==> config.mk <==
export PLATFORM = sky130hd
export DESIGN_NAME = axi_lite_arbiter_flat
export DESIGN_NICKNAME = d
export VERILOG_FILES = /design/src/rtl/axi_lite_arbiter_if.sv /design/src/rtl/axi_lite_arbiter.sv /design/src/flat_wrapper.sv
export SDC_FILE = /design/constraint.sdc
export NUM_CORES = 1
export LEC_CHECK = 0
export ABC_CLOCK_PERIOD_IN_PS = 2300
export CAP_MARGIN = 20
export CORE_AREA = 3 3 141 143
export CTS_BUF_LIST = sky130_fd_sc_hd__clkbuf_8
export DETAILED_ROUTE_END_ITERATION = 12
export DIE_AREA = 0 0 144 146
export HOLD_SLACK_MARGIN = 0.03
export SYNTH_ARGS = -nofsm -noshare
export SYNTH_HDL_FRONTEND = slang
export SYNTH_SLANG_ARGS = --single-unit
==> constraint.sdc <==
create_clock -name clk_i -period 2.3 [get_ports clk_i]
set_input_delay 0.46 -clock clk_i [delete_from_list [all_inputs] [get_ports clk_i]]
set_output_delay 0.46 -clock clk_i [all_outputs]
set_load 0.005 [all_outputs]
==> src/rtl/axi_lite_arbiter_if.sv <==
// Signal bundle for the two-to-one AXI-Lite arbiter. The _i/_o suffixes are
// relative to the arbiter. The arbiter uses the slave modport. The master
// modport is the environment's view: it drives the upstream masters and acts
// as the downstream memory slave.
interface axi_lite_arbiter_if #(
  parameter int unsigned ADDR_W = 32,
  parameter int unsigned DATA_W = 32
);
  // IFU (read only)
  logic                ifu_ar_valid_i;
  logic [ADDR_W-1:0]   ifu_ar_addr_i;
  logic                ifu_ar_ready_o;
  logic                ifu_r_valid_o;
  logic [DATA_W-1:0]   ifu_r_data_o;
  logic [1:0]          ifu_r_resp_o;
  logic                ifu_r_ready_i;
  // LSU (read and write)
  logic                lsu_ar_valid_i;
  logic [ADDR_W-1:0]   lsu_ar_addr_i;
  logic                lsu_ar_ready_o;
  logic                lsu_r_valid_o;
  logic [DATA_W-1:0]   lsu_r_data_o;
  logic [1:0]          lsu_r_resp_o;
  logic                lsu_r_ready_i;
  logic                lsu_aw_valid_i;
  logic [ADDR_W-1:0]   lsu_aw_addr_i;
  logic                lsu_aw_ready_o;
  logic                lsu_w_valid_i;
  logic [DATA_W-1:0]   lsu_w_data_i;
  logic [DATA_W/8-1:0] lsu_w_strb_i;
  logic                lsu_w_ready_o;
  logic                lsu_b_valid_o;
  logic [1:0]          lsu_b_resp_o;
  logic                lsu_b_ready_i;
  // Downstream memory port
  logic                mst_ar_valid_o;
  logic [ADDR_W-1:0]   mst_ar_addr_o;
  logic                mst_ar_ready_i;
  logic                mst_r_valid_i;
  logic [DATA_W-1:0]   mst_r_data_i;
  logic [1:0]          mst_r_resp_i;
  logic                mst_r_ready_o;
  logic                mst_aw_valid_o;
  logic [ADDR_W-1:0]   mst_aw_addr_o;
  logic                mst_aw_ready_i;
  logic                mst_w_valid_o;
  logic [DATA_W-1:0]   mst_w_data_o;
  logic [DATA_W/8-1:0] mst_w_strb_o;
  logic                mst_w_ready_i;
  logic                mst_b_valid_i;
  logic [1:0]          mst_b_resp_i;
  logic                mst_b_ready_o;

  modport slave (
    input  ifu_ar_valid_i, ifu_ar_addr_i, ifu_r_ready_i,
    output ifu_ar_ready_o, ifu_r_valid_o, ifu_r_data_o, ifu_r_resp_o,
    input  lsu_ar_valid_i, lsu_ar_addr_i, lsu_r_ready_i,
    input  lsu_aw_valid_i, lsu_aw_addr_i, lsu_w_valid_i, lsu_w_data_i,
    input  lsu_w_strb_i, lsu_b_ready_i,
    output lsu_ar_ready_o, lsu_r_valid_o, lsu_r_data_o, lsu_r_resp_o,
    output lsu_aw_ready_o, lsu_w_ready_o, lsu_b_valid_o, lsu_b_resp_o,
    output mst_ar_valid_o, mst_ar_addr_o, mst_r_ready_o,
    output mst_aw_valid_o, mst_aw_addr_o, mst_w_valid_o, mst_w_data_o,
    output mst_w_strb_o, mst_b_ready_o,
    input  mst_ar_ready_i, mst_r_valid_i, mst_r_data_i, mst_r_resp_i,
    input  mst_aw_ready_i, mst_w_ready_i, mst_b_valid_i, mst_b_resp_i
  );

  modport master (
    output ifu_ar_valid_i, ifu_ar_addr_i, ifu_r_ready_i,
    input  ifu_ar_ready_o, ifu_r_valid_o, ifu_r_data_o, ifu_r_resp_o,
    output lsu_ar_valid_i, lsu_ar_addr_i, lsu_r_ready_i,
    output lsu_aw_valid_i, lsu_aw_addr_i, lsu_w_valid_i, lsu_w_data_i,
    output lsu_w_strb_i, lsu_b_ready_i,
    input  lsu_ar_ready_o, lsu_r_valid_o, lsu_r_data_o, lsu_r_resp_o,
    input  lsu_aw_ready_o, lsu_w_ready_o, lsu_b_valid_o, lsu_b_resp_o,
    input  mst_ar_valid_o, mst_ar_addr_o, mst_r_ready_o,
    input  mst_aw_valid_o, mst_aw_addr_o, mst_w_valid_o, mst_w_data_o,
    input  mst_w_strb_o, mst_b_ready_o,
    output mst_ar_ready_i, mst_r_valid_i, mst_r_data_i, mst_r_resp_i,
    output mst_aw_ready_i, mst_w_ready_i, mst_b_valid_i, mst_b_resp_i
  );
endinterface

==> src/rtl/axi_lite_arbiter.sv <==
// Two-to-one AXI-Lite arbiter: IFU (read) and LSU (read/write) share one
// downstream port. One whole transaction is granted at a time, and the grant
// is held from the address handshake to the final response. In a grant state
// all channels pass through combinationally.
module axi_lite_arbiter #(
  parameter int unsigned ADDR_W = 32,
  parameter int unsigned DATA_W = 32
) (
  input logic               clk_i,
  input logic               rst_i,
  axi_lite_arbiter_if.slave bus
);

  typedef enum logic [3:0] {
    IDLE      = 4'b0001,
    GNT_IFU_R = 4'b0010,
    GNT_LSU_R = 4'b0100,
    GNT_LSU_W = 4'b1000
  } state_t;

  state_t r_state;
  state_t w_next;

  // Completed address/data handshakes in the current grant. They block
  // duplicate AR/AW/W forwarding and keep responses closed until a request
  // has actually been accepted downstream.
  logic r_ar_done;
  logic r_aw_done;
  logic r_w_done;

  logic [ADDR_W-1:0]   w_ar_addr;
  logic [DATA_W-1:0]   w_r_data;
  logic [DATA_W/8-1:0] w_w_strb;

  // State register
  always_ff @(posedge clk_i) begin
    if (rst_i) r_state <= IDLE;
    else       r_state <= w_next;
  end

  // Handshake tracking; cleared whenever the grant ends
  always_ff @(posedge clk_i) begin
    if (rst_i || (w_next == IDLE)) begin
      r_ar_done <= 1'b0;
      r_aw_done <= 1'b0;
      r_w_done  <= 1'b0;
    end else begin
      if (bus.mst_ar_valid_o && bus.mst_ar_ready_i) r_ar_done <= 1'b1;
      if (bus.mst_aw_valid_o && bus.mst_aw_ready_i) r_aw_done <= 1'b1;
      if (bus.mst_w_valid_o  && bus.mst_w_ready_i)  r_w_done  <= 1'b1;
    end
  end

  // Arbitration, next state and channel routing
  always_comb begin
    w_next    = r_state;
    w_ar_addr = '0;
    w_r_data  = '0;
    w_w_strb  = '0;

    bus.ifu_ar_ready_o = 1'b0;
    bus.ifu_r_valid_o  = 1'b0;
    bus.ifu_r_data_o   = '0;
    bus.ifu_r_resp_o   = '0;
    bus.lsu_ar_ready_o = 1'b0;
    bus.lsu_r_valid_o  = 1'b0;
    bus.lsu_r_data_o   = '0;
    bus.lsu_r_resp_o   = '0;
    bus.lsu_aw_ready_o = 1'b0;
    bus.lsu_w_ready_o  = 1'b0;
    bus.lsu_b_valid_o  = 1'b0;
    bus.lsu_b_resp_o   = '0;
    bus.mst_ar_valid_o = 1'b0;
    bus.mst_r_ready_o  = 1'b0;
    bus.mst_aw_valid_o = 1'b0;
    bus.mst_aw_addr_o  = '0;
    bus.mst_w_valid_o  = 1'b0;
    bus.mst_w_data_o   = '0;
    bus.mst_b_ready_o  = 1'b0;

    unique case (r_state)
      IDLE: begin
        if      (bus.lsu_ar_valid_i) w_next = GNT_LSU_R;
        else if (bus.lsu_aw_valid_i) w_next = GNT_LSU_W;
        else if (bus.ifu_ar_valid_i) w_next = GNT_IFU_R;
      end

      GNT_IFU_R: begin
        w_ar_addr          = bus.ifu_ar_addr_i;
        w_r_data           = bus.mst_r_data_i;
        bus.mst_ar_valid_o = bus.ifu_ar_valid_i & ~r_ar_done;
        bus.ifu_ar_ready_o = bus.mst_ar_ready_i & ~r_ar_done;
        bus.ifu_r_valid_o  = bus.mst_r_valid_i & r_ar_done;
        bus.mst_r_ready_o  = bus.ifu_r_ready_i & r_ar_done;
        bus.ifu_r_data_o   = w_r_data;
        bus.ifu_r_resp_o   = bus.mst_r_resp_i;
        if (bus.mst_r_valid_i && bus.ifu_r_ready_i && r_ar_done) w_next = IDLE;
      end

      GNT_LSU_R: begin
        w_ar_addr          = bus.lsu_ar_addr_i;
        w_r_data           = bus.mst_r_data_i;
        bus.mst_ar_valid_o = bus.lsu_ar_valid_i & ~r_ar_done;
        bus.lsu_ar_ready_o = bus.mst_ar_ready_i & ~r_ar_done;
        bus.lsu_r_valid_o  = bus.mst_r_valid_i & r_ar_done;
        bus.mst_r_ready_o  = bus.lsu_r_ready_i & r_ar_done;
        bus.lsu_r_data_o   = w_r_data;
        bus.lsu_r_resp_o   = bus.mst_r_resp_i;
        if (bus.mst_r_valid_i && bus.lsu_r_ready_i && r_ar_done) w_next = IDLE;
      end

      GNT_LSU_W: begin
        w_w_strb           = bus.lsu_w_strb_i;
        bus.mst_aw_valid_o = bus.lsu_aw_valid_i & ~r_aw_done;
        bus.mst_aw_addr_o  = bus.lsu_aw_addr_i;
        bus.lsu_aw_ready_o = bus.mst_aw_ready_i & ~r_aw_done;
        bus.mst_w_valid_o  = bus.lsu_w_valid_i & ~r_w_done;
        bus.mst_w_data_o   = bus.lsu_w_data_i;
        bus.lsu_w_ready_o  = bus.mst_w_ready_i & ~r_w_done;
        bus.lsu_b_valid_o  = bus.mst_b_valid_i & r_aw_done & r_w_done;
        bus.mst_b_ready_o  = bus.lsu_b_ready_i & r_aw_done & r_w_done;
        bus.lsu_b_resp_o   = bus.mst_b_resp_i;
        if (bus.mst_b_valid_i && bus.lsu_b_ready_i && r_aw_done && r_w_done)
          w_next = IDLE;
      end

      default: w_next = IDLE;
    endcase

    bus.mst_ar_addr_o = w_ar_addr;
    bus.mst_w_strb_o  = w_w_strb;
  end

endmodule

==> src/flat_wrapper.sv <==
// flat-port wrapper written by rule: the top's interface ports become plain ports
module axi_lite_arbiter_flat 
#(
  parameter int unsigned ADDR_W = 32,
  parameter int unsigned DATA_W = 32
)
  (clk_i, rst_i, bus_ifu_ar_valid_i, bus_ifu_ar_addr_i, bus_ifu_r_ready_i, bus_ifu_ar_ready_o, bus_ifu_r_valid_o, bus_ifu_r_data_o, bus_ifu_r_resp_o, bus_lsu_ar_valid_i, bus_lsu_ar_addr_i, bus_lsu_r_ready_i, bus_lsu_aw_valid_i, bus_lsu_aw_addr_i, bus_lsu_w_valid_i, bus_lsu_w_data_i, bus_lsu_w_strb_i, bus_lsu_b_ready_i, bus_lsu_ar_ready_o, bus_lsu_r_valid_o, bus_lsu_r_data_o, bus_lsu_r_resp_o, bus_lsu_aw_ready_o, bus_lsu_w_ready_o, bus_lsu_b_valid_o, bus_lsu_b_resp_o, bus_mst_ar_valid_o, bus_mst_ar_addr_o, bus_mst_r_ready_o, bus_mst_aw_valid_o, bus_mst_aw_addr_o, bus_mst_w_valid_o, bus_mst_w_data_o, bus_mst_w_strb_o, bus_mst_b_ready_o, bus_mst_ar_ready_i, bus_mst_r_valid_i, bus_mst_r_data_i, bus_mst_r_resp_i, bus_mst_aw_ready_i, bus_mst_w_ready_i, bus_mst_b_valid_i, bus_mst_b_resp_i);
  axi_lite_arbiter_if #(.ADDR_W(ADDR_W), .DATA_W(DATA_W)) bus_i ();
  input logic clk_i;
  input logic rst_i;
  input wire logic [$bits(bus_i.ifu_ar_valid_i)-1:0] bus_ifu_ar_valid_i;
  input wire logic [$bits(bus_i.ifu_ar_addr_i)-1:0] bus_ifu_ar_addr_i;
  input wire logic [$bits(bus_i.ifu_r_ready_i)-1:0] bus_ifu_r_ready_i;
  output wire logic [$bits(bus_i.ifu_ar_ready_o)-1:0] bus_ifu_ar_ready_o;
  output wire logic [$bits(bus_i.ifu_r_valid_o)-1:0] bus_ifu_r_valid_o;
  output wire logic [$bits(bus_i.ifu_r_data_o)-1:0] bus_ifu_r_data_o;
  output wire logic [$bits(bus_i.ifu_r_resp_o)-1:0] bus_ifu_r_resp_o;
  input wire logic [$bits(bus_i.lsu_ar_valid_i)-1:0] bus_lsu_ar_valid_i;
  input wire logic [$bits(bus_i.lsu_ar_addr_i)-1:0] bus_lsu_ar_addr_i;
  input wire logic [$bits(bus_i.lsu_r_ready_i)-1:0] bus_lsu_r_ready_i;
  input wire logic [$bits(bus_i.lsu_aw_valid_i)-1:0] bus_lsu_aw_valid_i;
  input wire logic [$bits(bus_i.lsu_aw_addr_i)-1:0] bus_lsu_aw_addr_i;
  input wire logic [$bits(bus_i.lsu_w_valid_i)-1:0] bus_lsu_w_valid_i;
  input wire logic [$bits(bus_i.lsu_w_data_i)-1:0] bus_lsu_w_data_i;
  input wire logic [$bits(bus_i.lsu_w_strb_i)-1:0] bus_lsu_w_strb_i;
  input wire logic [$bits(bus_i.lsu_b_ready_i)-1:0] bus_lsu_b_ready_i;
  output wire logic [$bits(bus_i.lsu_ar_ready_o)-1:0] bus_lsu_ar_ready_o;
  output wire logic [$bits(bus_i.lsu_r_valid_o)-1:0] bus_lsu_r_valid_o;
  output wire logic [$bits(bus_i.lsu_r_data_o)-1:0] bus_lsu_r_data_o;
  output wire logic [$bits(bus_i.lsu_r_resp_o)-1:0] bus_lsu_r_resp_o;
  output wire logic [$bits(bus_i.lsu_aw_ready_o)-1:0] bus_lsu_aw_ready_o;
  output wire logic [$bits(bus_i.lsu_w_ready_o)-1:0] bus_lsu_w_ready_o;
  output wire logic [$bits(bus_i.lsu_b_valid_o)-1:0] bus_lsu_b_valid_o;
  output wire logic [$bits(bus_i.lsu_b_resp_o)-1:0] bus_lsu_b_resp_o;
  output wire logic [$bits(bus_i.mst_ar_valid_o)-1:0] bus_mst_ar_valid_o;
  output wire logic [$bits(bus_i.mst_ar_addr_o)-1:0] bus_mst_ar_addr_o;
  output wire logic [$bits(bus_i.mst_r_ready_o)-1:0] bus_mst_r_ready_o;
  output wire logic [$bits(bus_i.mst_aw_valid_o)-1:0] bus_mst_aw_valid_o;
  output wire logic [$bits(bus_i.mst_aw_addr_o)-1:0] bus_mst_aw_addr_o;
  output wire logic [$bits(bus_i.mst_w_valid_o)-1:0] bus_mst_w_valid_o;
  output wire logic [$bits(bus_i.mst_w_data_o)-1:0] bus_mst_w_data_o;
  output wire logic [$bits(bus_i.mst_w_strb_o)-1:0] bus_mst_w_strb_o;
  output wire logic [$bits(bus_i.mst_b_ready_o)-1:0] bus_mst_b_ready_o;
  input wire logic [$bits(bus_i.mst_ar_ready_i)-1:0] bus_mst_ar_ready_i;
  input wire logic [$bits(bus_i.mst_r_valid_i)-1:0] bus_mst_r_valid_i;
  input wire logic [$bits(bus_i.mst_r_data_i)-1:0] bus_mst_r_data_i;
  input wire logic [$bits(bus_i.mst_r_resp_i)-1:0] bus_mst_r_resp_i;
  input wire logic [$bits(bus_i.mst_aw_ready_i)-1:0] bus_mst_aw_ready_i;
  input wire logic [$bits(bus_i.mst_w_ready_i)-1:0] bus_mst_w_ready_i;
  input wire logic [$bits(bus_i.mst_b_valid_i)-1:0] bus_mst_b_valid_i;
  input wire logic [$bits(bus_i.mst_b_resp_i)-1:0] bus_mst_b_resp_i;
  assign bus_i.ifu_ar_valid_i = bus_ifu_ar_valid_i;
  assign bus_i.ifu_ar_addr_i = bus_ifu_ar_addr_i;
  assign bus_i.ifu_r_ready_i = bus_ifu_r_ready_i;
  assign bus_ifu_ar_ready_o = bus_i.ifu_ar_ready_o;
  assign bus_ifu_r_valid_o = bus_i.ifu_r_valid_o;
  assign bus_ifu_r_data_o = bus_i.ifu_r_data_o;
  assign bus_ifu_r_resp_o = bus_i.ifu_r_resp_o;
  assign bus_i.lsu_ar_valid_i = bus_lsu_ar_valid_i;
  assign bus_i.lsu_ar_addr_i = bus_lsu_ar_addr_i;
  assign bus_i.lsu_r_ready_i = bus_lsu_r_ready_i;
  assign bus_i.lsu_aw_valid_i = bus_lsu_aw_valid_i;
  assign bus_i.lsu_aw_addr_i = bus_lsu_aw_addr_i;
  assign bus_i.lsu_w_valid_i = bus_lsu_w_valid_i;
  assign bus_i.lsu_w_data_i = bus_lsu_w_data_i;
  assign bus_i.lsu_w_strb_i = bus_lsu_w_strb_i;
  assign bus_i.lsu_b_ready_i = bus_lsu_b_ready_i;
  assign bus_lsu_ar_ready_o = bus_i.lsu_ar_ready_o;
  assign bus_lsu_r_valid_o = bus_i.lsu_r_valid_o;
  assign bus_lsu_r_data_o = bus_i.lsu_r_data_o;
  assign bus_lsu_r_resp_o = bus_i.lsu_r_resp_o;
  assign bus_lsu_aw_ready_o = bus_i.lsu_aw_ready_o;
  assign bus_lsu_w_ready_o = bus_i.lsu_w_ready_o;
  assign bus_lsu_b_valid_o = bus_i.lsu_b_valid_o;
  assign bus_lsu_b_resp_o = bus_i.lsu_b_resp_o;
  assign bus_mst_ar_valid_o = bus_i.mst_ar_valid_o;
  assign bus_mst_ar_addr_o = bus_i.mst_ar_addr_o;
  assign bus_mst_r_ready_o = bus_i.mst_r_ready_o;
  assign bus_mst_aw_valid_o = bus_i.mst_aw_valid_o;
  assign bus_mst_aw_addr_o = bus_i.mst_aw_addr_o;
  assign bus_mst_w_valid_o = bus_i.mst_w_valid_o;
  assign bus_mst_w_data_o = bus_i.mst_w_data_o;
  assign bus_mst_w_strb_o = bus_i.mst_w_strb_o;
  assign bus_mst_b_ready_o = bus_i.mst_b_ready_o;
  assign bus_i.mst_ar_ready_i = bus_mst_ar_ready_i;
  assign bus_i.mst_r_valid_i = bus_mst_r_valid_i;
  assign bus_i.mst_r_data_i = bus_mst_r_data_i;
  assign bus_i.mst_r_resp_i = bus_mst_r_resp_i;
  assign bus_i.mst_aw_ready_i = bus_mst_aw_ready_i;
  assign bus_i.mst_w_ready_i = bus_mst_w_ready_i;
  assign bus_i.mst_b_valid_i = bus_mst_b_valid_i;
  assign bus_i.mst_b_resp_i = bus_mst_b_resp_i;
  axi_lite_arbiter #(.ADDR_W(ADDR_W), .DATA_W(DATA_W)) u_core (.clk_i(clk_i), .rst_i(rst_i), .bus(bus_i));
endmodule
==> results of run 1 <==
[routing by layer]
layer | share of wire [%] | wire, um | global-route usage, % | vias up
li1 | - | - | - | 1657
met1 | 38 | 5680 | 13.0 | 1540
met2 | 51 | 7680 | 23.0 | 225
met3 | 9.9 | 1490 | 3.12 | 6
met4 | 1.4 | 205 | 1.93 | 0
met5 | 0 | 0 | 0 | -
[timing repair]
item                                    4_1_cts  5_1_grt
resized for setup                           168      201
pin swaps                                     6        3
endpoints found under the setup margin      181       35
cloned                                        6        4
hold buffers                                  0        0
endpoints found under the hold margin         0        0
setup buffers                                12       15
[power breakdown]
| group | leakage [nW] | switching (mW) | internal (mW) |
|---|---|---|---|
| clock network | 0.0269 | 0.0568 | 0.116 |
| logic | 3.33 | 0.222 | 0.512 |
| registers | 0.0588 | 0.0149 | 0.132 |
[metrics by stage]
stage                     power (mW)  utilization, %  setup slack, ns
after global placement         0.847            31.3          -0.0642
after CTS                       1.04            32.1           -0.183
final                           1.05            32.5          -0.0408
after detailed placement       0.846            31.3          -0.0888
after floorplan                0.325               -            0.520
after global routing            1.12            32.5           -0.136
[state kept, by name (all words and copies together), names as in the netlist]
name,count
u_core.r_w_done,1
u_core.r_aw_done,1
u_core.r_ar_done,1
u_core.r_state,4
[worst max path at each step]
stage                                 start                     to  slack (ns)
after global routing      u_core.r_state[2]  bus_mst_ar_addr_o[12]       -0.14
after detailed placement  u_core.r_state[1]   bus_mst_ar_addr_o[7]       -0.09
after floorplan           u_core.r_state[0]   bus_ifu_r_data_o[12]        0.52
after CTS                 u_core.r_state[2]   bus_mst_ar_addr_o[8]       -0.18
final                     u_core.r_state[0]   bus_mst_ar_addr_o[2]       -0.04
after global placement    u_core.r_state[1]   bus_mst_ar_addr_o[7]       -0.06
[layout make-up]
class / count / area [um^2] / area share (%)
multi-input cells: 218 / 1540 / 25.3
flip-flops and latches: 7 / 150 / 2.47
repair buffers: 425 / 4050 / 66.7
well taps: 234 / 293 / 4.82
clock inverters: 1 / 3.75 / 0.0618
clock buffers: 3 / 41.3 / 0.680
[worst min-delay path, stage by stage (launching register included)]
cell     delay [ns]
dfxtp_1        0.37
a31oi_1        0.05
nor2_1         0.07
[cell families after synthesis]
family / count (synthesis)
simple gates: 173
compound gates: 44
buf+inv: 27
flops: 7
xor+xnor: 1
[synth_stat cells (all sizes together)]
library cell | n | share of area, %
a21oi | 4 | 1.1
o311ai | 1 | 0.89
nand3 | 1 | 0.27
nor2 | 9 | 1.9
and3 | 3 | 1.0
dfxtp | 7 | 7.7
nor4b | 5 | 4.9
a22oi | 3 | 1.2
nand2b | 1 | 0.34
and2 | 138 | 47
and3b | 5 | 2.4
clkbuf | 15 | 3.7
xnor2 | 1 | 0.48
and4 | 3 | 1.4
nand4 | 2 | 1.0
a22o | 33 | 16
a31oi | 2 | 0.69
buf | 12 | 4.5
o21ai | 1 | 0.27
or4b | 2 | 1.5
nor3b | 1 | 0.41
nor2b | 3 | 1.0
==> run_results.csv, run 1 <==
group,metric,value,unit
floorplan,fp.dieH,146,um
critical_path,cp_data_required_time,1.84,ns
place,placed_area,0.00585,mm^2
pwr,leakagePower,3.41,nW
critical_path,r2r-start,"u_core.r_state[0]",
logic_synthesis,synth-simple-area-share,63.6,%
critical_path,critPathArrivalTime,1.88,ns
timing,finalHoldWorstSlack,0.532,ns
timing,max_freq,427,MHz
layout,drive_gt1_share,22.9,%
clocking,htreeDepth,1,
status,status,"complete, but fails checks",
timing,fin_setup_tns,-0.102,ns
critical_path,critPathKind,"reg2out",
flow_run,cap_violations,0,
clocking,numCtsBuffers,3,
grt,overflow,0,
layout,layout.nets,837,
floorplan,core_area,0.0187,mm^2
timing,timing.final.crit_share,102,%
logic_synthesis,syn-cell-area,0.00182,mm^2
critical_path,worstReg2RegEnd,"u_core.r_ar_done",
critical_path,critical_path_depth,6,
clocking,clk_path_buf_depth,2,
grt,grt_pass1_wl,19600,um
critical_path,reg2regPathDepth,7,
min_path,hp-class,"reg2reg",
critical_path,endpoint_kind,"output port",
layout,nFillCells,2034,
status,failed_checks,"negative setup slack",
timing,hold_viol,0,
clocking,path_clk_slew,0.04,ns
logic_synthesis,ys_ff_latch,7,
drt,drtIter0Drc,58,
logic_synthesis,synthMuxAreaShare,0,%
critical_path,cp_top_family,"buffers and inverters",
critical_path,cp_cell_sequence,"nor4b_4, buf_6, buf_6, buf_6, a22o_1, clkdlybuf4s50_1",
logic_synthesis,synth_nets,434,
logic_synthesis,yosys.area_share.adder,0,%
critical_path,cp-start-kind,"register",
drt,drt_wl_total,15100,um
floorplan,initial_core_util,9.74,%
timing,tightest_slew,0.414,ns
logic_synthesis,synth.distinct_cells,28,
place,gp_congestion,0.786,
timing,setup_viol,4,
place,place_inst,847,
drt,dr_total_vias,3428,
layout,final_cells,888,
critical_path,crit_top_cell,"buf_6",
logic_synthesis,syn-mean-instance-area,7.23,um^2
logic_synthesis,synth_compound_area_share,20.1,%
clocking,cts-root-buf,"clkbuf_8",
min_path,hold_path_depth,2,
clocking,clock_sinks,7,
layout,layout_commonest_cell,"clkdlybuf4s50_1",
timing,fin_skew,0.00403,ns
grt,grt_start_max_net_pins,41,
logic_synthesis,synth_top_family_by_area,"simple AND/OR/NAND/NOR gates",
critical_path,crit_buf_inv,4,
drt,drc,0,
timing,fin_crit,2.34,ns
timing,slew_violations,0,
logic_synthesis,ys_seq_area_share,7.69,%
place,hpwlAfterDp,11500,um
drt,ant_nets,0,
timing,layout_setup_ws,-0.0408,ns
drt,avgRoutedWirePerCell,17.0,um
min_path,min-delay-start,"u_core.r_w_done",
layout,design_area,0.00608,mm^2
critical_path,critPathMaxFanout,8,
logic_synthesis,synthXorXnorAreaFrac,0.481,%
floorplan,rows,50,
critical_path,critPathSlowestCell,"clkdlybuf4s50_1",
grt,first_global_vias,3358,
clocking,cts_tree,"done",
pwr,power.density,173,mW/mm^2
floorplan,die_w,144,um
logic_synthesis,ys_warn_count,0,
timing,rsz0062_at_grt,"yes",
critical_path,cpPeakStageDelay,0.49,ns
layout,area_growth,234,%
drt,viasPerCell,3.86,
floorplan,design.die.area,0.0210,mm^2
timing,slew_headroom,72.0,%
grt,antenna_found_initial,0,
pwr,ir_worst_vdd,0.125,mV
clocking,worstSkewPairLatency,0.23,ns
critical_path,reg2reg_slack,0.64,ns
layout,final_cell_mix,"182 x clkdlybuf4s50_1, 137 x and2_1, 70 x clkbuf_2",
layout,antennaDiodeCount,0,
logic_synthesis,synth_cells,252,
floorplan,ios,364,
min_path,min_to,"u_core.r_w_done",
grt,grt_usage,11.9,%
drt,dr.pass1.iters,4,
place,portBuffers,363,
Power figures use the tool's default switching activity.
==> run 2, diff against run 1 <==
--- a/config.mk
+++ b/config.mk
@@ -6,7 +6,7 @@
 export NUM_CORES = 1
 export LEC_CHECK = 0
 export ABC_CLOCK_PERIOD_IN_PS = 2300
-export CAP_MARGIN = 20
+export CAP_MARGIN = 0
 export CORE_AREA = 3 3 141 143
 export CTS_BUF_LIST = sky130_fd_sc_hd__clkbuf_8
 export DETAILED_ROUTE_END_ITERATION = 12
==> results of run 2 <==
Final layout, timing and power as in run 1 (identical DEF).
